[src/rtl/tmds_decoder.sv]
// Single-lane TMDS receive decoder: word alignment search, lock tracking and
// 10b->8b / control-token decode, three registered stages from input to output.
module tmds_decoder #(
    parameter int LOCK_COUNT     = 8,
    parameter int SEARCH_TIMEOUT = 2048
) (
    input  logic       clk_hdmi,
    input  logic       rst_hdmi_n,
    input  logic [9:0] symbol_in,
    output logic [7:0] data_out,
    output logic [1:0] ctrl_out,
    output logic       de,
    output logic       locked,
    output logic [3:0] offset
);

    localparam int TW = $clog2(SEARCH_TIMEOUT) + 1;
    localparam int RW = $clog2(LOCK_COUNT) + 1;
    localparam logic [TW-1:0] TIMER_MAX = TW'(SEARCH_TIMEOUT);
    localparam logic [RW-1:0] RUN_MAX   = RW'(LOCK_COUNT);

    typedef enum logic [1:0] {
        SEARCH  = 2'd0,
        CONFIRM = 2'd1,
        LOCKED  = 2'd2
    } state_t;

    // Returns {is_control, code}.
    function automatic logic [2:0] ctrl_decode(input logic [9:0] q);
        case (q)
            10'b1101010100: ctrl_decode = 3'b100;
            10'b0010101011: ctrl_decode = 3'b101;
            10'b0101010100: ctrl_decode = 3'b110;
            10'b1010101011: ctrl_decode = 3'b111;
            default:        ctrl_decode = 3'b000;
        endcase
    endfunction

    function automatic logic [7:0] decode_data(input logic [9:0] q);
        logic [7:0] d;
        logic [7:0] o;
        d    = q[9] ? ~q[7:0] : q[7:0];
        o    = '0;
        o[0] = d[0];
        for (int i = 1; i < 8; i++) begin
            o[i] = q[8] ? (d[i] ^ d[i-1]) : ~(d[i] ^ d[i-1]);
        end
        return o;
    endfunction

    logic [9:0]    prev_p0;
    logic          vld_p0;
    logic [19:0]   cat_p0;
    logic [9:0]    win_p0;
    logic [9:0]    q_p1;
    logic          vld_p1;
    logic [2:0]    cls_p1;
    logic          vld_p2;

    state_t        state_q, state_d;
    logic [RW-1:0] run_q, run_d;
    logic [TW-1:0] timer_q, timer_d;
    logic [3:0]    offset_q, offset_d;
    logic          hit, miss, expire;

    assign cat_p0 = {symbol_in, prev_p0};
    assign win_p0 = cat_p0[{1'b0, offset_q} +: 10];
    assign cls_p1 = ctrl_decode(q_p1);

    // p0: previous word, p1: aligned window, p2: decoded outputs
    always_ff @(posedge clk_hdmi or negedge rst_hdmi_n) begin
        if (!rst_hdmi_n) begin
            prev_p0  <= '0;
            vld_p0   <= 1'b0;
            q_p1     <= '0;
            vld_p1   <= 1'b0;
            vld_p2   <= 1'b0;
            de       <= 1'b0;
            ctrl_out <= '0;
            data_out <= '0;
        end else begin
            prev_p0  <= symbol_in;
            vld_p0   <= 1'b1;
            q_p1     <= win_p0;
            vld_p1   <= vld_p0;
            vld_p2   <= vld_p1;
            de       <= ~cls_p1[2];
            ctrl_out <= cls_p1[2] ? cls_p1[1:0] : 2'b00;
            data_out <= decode_data(q_p1);
        end
    end

    // The FSM watches the registered output stage so lock status trails the
    // decoded symbol by one cycle; vld_p2 masks the post-reset fill.
    assign hit    = vld_p2 & ~de;
    assign miss   = vld_p2 & de;
    assign expire = (timer_q == TIMER_MAX) && !hit;

    always_comb begin
        state_d  = state_q;
        run_d    = run_q;
        timer_d  = timer_q;
        offset_d = offset_q;
        if (hit) begin
            timer_d = '0;
        end else if (miss && (timer_q != TIMER_MAX)) begin
            timer_d = timer_q + 1'b1;
        end
        if (expire) begin
            state_d  = SEARCH;
            run_d    = '0;
            timer_d  = '0;
            offset_d = (offset_q == 4'd9) ? 4'd0 : offset_q + 4'd1;
        end else begin
            case (state_q)
                SEARCH: begin
                    if (hit) begin
                        run_d   = RW'(1);
                        state_d = (RUN_MAX <= RW'(1)) ? LOCKED : CONFIRM;
                    end
                end
                CONFIRM: begin
                    if (hit) begin
                        run_d = run_q + 1'b1;
                        if ((run_q + 1'b1) >= RUN_MAX) state_d = LOCKED;
                    end else if (miss) begin
                        run_d   = '0;
                        state_d = SEARCH;
                    end
                end
                LOCKED: begin
                    state_d = LOCKED;
                end
                default: state_d = SEARCH;
            endcase
        end
    end

    always_ff @(posedge clk_hdmi or negedge rst_hdmi_n) begin
        if (!rst_hdmi_n) begin
            state_q  <= SEARCH;
            run_q    <= '0;
            timer_q  <= '0;
            offset_q <= '0;
        end else begin
            state_q  <= state_d;
            run_q    <= run_d;
            timer_q  <= timer_d;
            offset_q <= offset_d;
        end
    end

    assign locked = (state_q == LOCKED);
    assign offset = offset_q;

endmodule

[config.mk]
export PLATFORM = sky130hd
export DESIGN_NAME = tmds_decoder
export DESIGN_NICKNAME = d
export VERILOG_FILES = /design/src/rtl/tmds_decoder.sv
export SDC_FILE = /design/constraint.sdc
export NUM_CORES = 1
export LEC_CHECK = 0
export ABC_AREA = 1
export BUFFER_PORTS_ARGS = -buffer_cell sky130_fd_sc_hd__buf_2
export CAP_MARGIN = 20
export CORE_MARGIN = 10
export CORE_UTILIZATION = 54
export CTS_CLUSTER_SIZE = 28
export DETAILED_ROUTE_END_ITERATION = 8
export GPL_ROUTABILITY_DRIVEN = 0
export PLACE_DENSITY = 0.75
export RECOVER_POWER = 25
export SLEW_MARGIN = 20
export SYNTH_ARGS = -nofsm -noshare
export SYNTH_HDL_FRONTEND = slang
export SYNTH_SLANG_ARGS = --single-unit
[constraint.sdc]
create_clock -name clk_hdmi -period 1.3 [get_ports clk_hdmi]
set_input_delay 0.13 -clock clk_hdmi [delete_from_list [all_inputs] [get_ports clk_hdmi]]
set_output_delay 0.13 -clock clk_hdmi [all_outputs]
set_load 0.05 [all_outputs]
---- After elaboration in Yosys (flattened, before gate mapping) ----
Cells that the tools add are included.
cells by class
  eq/ne operators ......................... 12
  add/sub/neg operators ................... 3
  muxes and demuxes ....................... 25
  reductions and logical operators ........ 8
  bitwise operators ....................... 19
  $lt $le $gt $ge ......................... 1
  shift operators ......................... 1
operator list
  kind                                                       number
  two-way mux 12 bit                                         3
  equality test 10 bit (second input constant)               2
  two-way mux 4 bit                                          5
  indexed part select 20 x 5 -> 10 bit                       1
  adder 12 x 1 -> 12 bit (second input constant)             1
  equality test 12 bit (second input constant)               1
  two-way mux 2 bit                                          6
  inequality test 12 bit (second input constant)             1
  case mux 3 bit (4 select lines)                            1
  equality test 10 x 8 -> 1 bit (second input constant)      1
  equality test 10 x 9 -> 1 bit (second input constant)      1
  NOT 1 bit                                                  9
  adder 4 x 1 -> 4 bit (second input constant)               2
  two-way mux 8 bit                                          1
  inequality test 4 bit (second input constant)              2
  NOT 8 bit                                                  1
  case mux 4 bit (2 select lines)                            1
  two-way mux 1 bit                                          7
  bitwise XOR 1 bit                                          7
  case mux 2 bit (3 select lines)                            1
  AND reduction 3 bit                                        2
  nonzero test 3 bit                                         2
  equality test 4 bit (second input constant)                1
  greater-or-equal comparator 4 bit (second input constant)  1
  other kinds (7)                                            9
storage, ports and cells
  register bits ........................... 56
  output and inout bits ................... 16
  word-level logic and storage cells ...... 81
  input port bits ......................... 12

---- Longest topological paths before layout ----
  word-level depth ........................ 6
  mapped depth ............................ 10
  mapped depth without buffers ............ 10

---- Worst setup path before layout ----
Ideal clock, no wire load.
  path type ............................... reg2reg
  start point ............................. reg offset_q[0], in the netlist offset[0]
  end point ............................... reg q_p1[4]
  buffers on the path ..................... 1
  stages on the path, launching flop included .. 10
  clock period less this slack ............ 1.530 ns
  path slack .............................. -0.230 ns
  data arrival time ....................... 1.406 ns
  library setup time ...................... 0.124 ns
  required time ........................... 1.176 ns
  cell sequence ........................... dfrtp_1 inv_2 buf_6 nand2_1 and2_1 nand2_1 nand2_1 nand2_1 nand3_1 nand3_1
between the ends
  longest elaborated chain between the ends .. 1
RTL lines
  element                               line  RTL
  start: declaration                    63    logic [3:0] offset_q, offset_d;
  start signal: assignment              149   offset_q <= offset_d;
  indexed part select 20 x 5 -> 10 bit  67    assign win_p0 = cat_p0[{1'b0, offset_q} +: 10];
  via win_p0[4]                         54    logic [9:0] win_p0;
  end signal: assignment                84    q_p1 <= win_p0;
  end: declaration                      55    logic [9:0] q_p1;
The timed path passes the listed nets, and every way through them passes these cells.
A chain may end at the register's enable or synchronous reset.

---- Final worst setup path ----
  start point ............................. reg timer_q[1]
  end point ............................... reg offset_q[2], in the netlist offset[2]
between the ends
  longest elaborated chain between the ends .. 2
RTL lines
  element                   line  RTL
  start: declaration        62    logic [TW-1:0] timer_q, timer_d;
  start signal: assignment  148   timer_q <= timer_d;
  equality test 12 bit      97    assign expire = (timer_q == TIMER_MAX) && !hit;
  logical AND 1 bit         97
No other way between the ends.

==> metrics.md <==
| Metric | Value |
|---|---|
| Worst R2R Setup Slack | -0.16 ns |
| Final hold vios | 0 |
| Initial detailed-routing violation count | 342 |
| Final setup fails | 32 |
| Crit end category | register |
| First-pass GRT wire length | 12600 um |
| Syn_nets | 418 |
| Die footprint | 0.00924 mm2 |
| Leading post-synthesis cells by cell area | dfrtp_1 45%, nand2_1 16%, nand3_1 8.0%, xor2_1 4.8%, nor2_1 3.2% |
| Avg WL per Cell | 16.5 um |
| Slew @ Worst Pin | approximately 0.72 ns |
| Critical path peak fanout | 3 |
| Max-capacitance violation count | 0 |
| Max Freq | slightly below 700 MHz |
| Core Area | 0.00557 mm2 |
| Post-synthesis register bit count | 56 |
| Die H | 96.1 um |
| Worst skew pair latency | 0.31 ns |
| Leakage | 2.12 nW |
| WP data arrival | roughly 1.7 ns |
| Synth Flop Type | dfrtp_1 |
| Slew Limit Fails | 0 |
| Peak supply drop | ~0.0006 V |
| Remaining design rule violation count | 0 |
| CTS buffer count | 5 |
| Overflow after GRT | 0 |
| Most area-hungry cell type in the Yosys netlist | dfrtp_1 |
| Yosys cell types | 40 |
| Sequential area share after synthesis | 0.448 |
| Io pins | 28 |
| Root Buffer | clkbuf_8 |
| Fillers | 346 |
| Port bufs | 27 |
| Antenna violations before repair | 0 |
| Hold Crit Depth | 0 |
| Largest net degree at the start of global routing | 57 |
| Design area | 0.00435 mm2 |
| Cells after Synth | 403 |
| Row count | 27 |
| Worst Skew | 0.00592 ns |
| HPWL Detailed | 5340 um |
| Share of layout cells above drive strength 1 | 0.406 |
| Pwr/cell area | 1110 mW/mm2 |
| Area share of the largest cell type after synthesis | 0.448 |
| Tcrit/Tclk final | 1.13 |
| Synthesized cell area | 0.00313 mm2 |
| CP cell instances | inv_2 -> ha_4 -> nand2_4 -> nor2_4 -> nand3_2 -> nor2_1 -> xor2_1 |
| Placed Instances | 526 |
| Initial Util | 0.562 |
| Crit path time final | 1.46 ns |
| # clock sinks | between 50 and 60 |
| Worst r2r src | timer_q[1]$_DFFE_PN0P_ |
| Crit-path leading delay family | simple AND/OR/NAND/NOR gates |
| Post-route ant nets | 0 |
| CTS clock-pin slew for the worst setup and hold paths | 0.10 ns |
| Detailed Route WL | 9240 um |
| Final non-filler cell total | between 500 and 600 |
| Headroom to the max-slew limit | 0.518 |
| CTS tree | yes |
| Vias in the first global route | 2764 |
| Violated checks | negative setup slack |
| Post-synth EDFFs | 0 |
| Status | finished, violations left |
| Nets | approximately 500 |
| Buffers & Inverters on Critical Path | 1 |
| Crit path kind | reg -> reg |
| Via count | 3155 |
| Total GRT Usage | 0.169 |
| FFs w/ async S/R, synth | 1.00 |
| Critical path required time | 1.53 ns |
| Pre-Repair DR Iteration Count | 5 |
| Yosys warning total | 0 |
| Hold Path Class | reg -> reg |
| CP max stage cell | dfrtp_1 |
| Slowest Stage Delay on Critical Path | 0.42 ns |
| Worst reg-to-reg path cell count | 7 |
| Max Root-Sink Buffers | 2 |
| Area after DPL | 0.00360 mm2 |
| Final WS setup | -0.165 ns |
| # diodes | 0 |
| RSZ-0062 raised after global routing | yes |
| Syn Area/Cell | around 7.8 um2 |
| Die W | 96.1 um |
| # H-tree levels | 2 |
| CP Launch Type | register |
| HP Start | vld_p0$_DFF_PN0_ |
| Vias per cell | about 5.6 |
| Area growth from synthesis to layout | 39.0% |
| RR Endpoint | offset[2]$_DFFE_PN0N_ |
| Hold Path Sink | vld_p1$_DFF_PN0_ |
## how the worst max path moves through the flow
stage / to / slack (ns) / cells after the start / start
final: offset[2]$_DFFE_PN0N_ / -0.16 / 7 / timer_q[1]$_DFFE_PN0P_
after global routing: timer_q[7]$_DFFE_PN0P_ / -0.23 / 9 / timer_q[1]$_DFFE_PN0P_
after CTS: timer_q[10]$_DFFE_PN0P_ / -0.08 / 8 / timer_q[0]$_DFFE_PN0P_
after detailed placement: offset[0]$_DFFE_PN0N_ / -0.17 / 6 / timer_q[1]$_DFFE_PN0P_
after global placement: offset[0]$_DFFE_PN0N_ / -0.17 / 6 / timer_q[0]$_DFFE_PN0P_
after floorplan: q_p1[4]$_DFF_PN0_ / -0.07 / 9 / offset[0]$_DFFE_PN0N_
## through the flow
stage	utilization	TNS, ns	total power [mW]	setup WS [ns]	hold WS (ns)
2_1_floorplan	-	-0.465	2.83	-0.0686	-0.166
3_3_place_gp	0.646	-1.04	3.20	-0.172	0.149
3_5_place_dp	0.646	-2.00	3.23	-0.171	0.148
4_1_cts	0.729	-1.16	4.57	-0.0803	0.316
5_1_grt	0.781	-5.49	5.06	-0.225	0.362
6_report	0.781	-3.19	4.84	-0.165	0.357
## cells in the mapped netlist (2+ instances only)
library cell,number
buf_6,2
nor3_1,2
o21ai_1,13
inv_2,11
nand4_1,4
nor2_1,27
buf_4,2
o21ai_2,3
xor2_1,17
inv_1,23
xnor2_1,2
or2_0,2
dfrtp_1,56
nand3b_1,2
nor2_4,4
nand3_2,3
o21ai_0,7
a21oi_1,6
nand2_2,3
nand2_1,130
nor2_2,2
and2_1,7
nand3_1,50
or2_2,3
buf_2,5
ha_1,3
## state kept, by name (all words and copies together), names as in the netlist
name,cells
ctrl_out,2
data_out,8
de,1
offset,4
prev_p0,10
q_p1,10
run_q,4
state_q,2
timer_q,12
vld_p0,1
vld_p1,1
vld_p2,1
## cell usage in the layout (no fill, tap or decap), types with 3 or more instances in the layout
| master | count |
|---|---|
| nand3_4 | 4 |
| nand4_1 | 4 |
| dfrtp_2 | 6 |
| clkbuf_1 | 9 |
| o21ai_0 | 3 |
| a21oi_1 | 5 |
| dfrtp_1 | 50 |
| inv_1 | 21 |
| clkbuf_8 | 5 |
| nand2_4 | 7 |
| inv_2 | 11 |
| buf_6 | 12 |
| nand3_2 | 21 |
| and2_4 | 8 |
| o21ai_1 | 9 |
| buf_4 | 38 |
| nand2_1 | 97 |
| dlygate4sd3_1 | 11 |
| o21ai_2 | 11 |
| nor2_4 | 7 |
| buf_2 | 15 |
| nor2_2 | 4 |
| nand3_1 | 28 |
| nor2_1 | 22 |
| xor2_1 | 16 |
| nand2_2 | 29 |
## worst reg2reg max path: cells and delay by family, from the launching register on
family        cells  cell delay [ns]
flops             1             0.42
xor+xnor          1             0.20
fa+ha+maj         1             0.15
buf+inv           1             0.10
simple gates      4             0.51
## power breakdown
part	internal, mW	switching, mW
sequential	1.93	0.209
clock	0.573	0.567
combinational	0.643	0.918
## layer usage
metal	wire length, um	up-vias	global-route usage
met3	656	34	0.0350
met4	223	0	0.0467
met2	4620	173	0.279
met1	3740	1496	0.219
met5	0	-	0
li1	-	1452	-
## cell families (layout without fill, tap and decap cells)
logic type,Yosys count,in the layout,share of synthesized area
adders and majority gates,3,3,0.0120
muxes,1,1,0.00360
other,1,1,0.00120
xor gates and xnor gates,19,19,0.0532
buffers and inverters,45,130,0.0631
AOI/OAI and AO/OA,34,34,0.0612
DFF,56,56,0.448
and+or+nand+nor,244,244,0.358
## area by class of cell
cell class / count / area [um2] / share of cell area
inverters: 34 / 135 / 0.0310
well taps: 72 / 90.1 / 0.0207
repair buffers: 87 / 683 / 0.157
repair inverters: 1 / 6.26 / 0.00144
clock buffers: 6 / 72.6 / 0.0167
flip-flops and latches: 56 / 1410 / 0.324
clock inverters: 2 / 35.0 / 0.00805
multi-input cells: 302 / 1920 / 0.442
## timing repair
| action | in CTS | in global routing |
|---|---|---|
| endpoints found under the hold margin | 66 | 0 |
| hold buffers | 11 | 0 |
| gates cloned | 2 | 0 |
| pin swaps | 21 | 41 |
| gates resized for setup | 49 | 79 |
| setup buffers | 10 | 3 |
| endpoints found under the setup margin | 34 | 36 |
(Power assumes the default switching activity.)
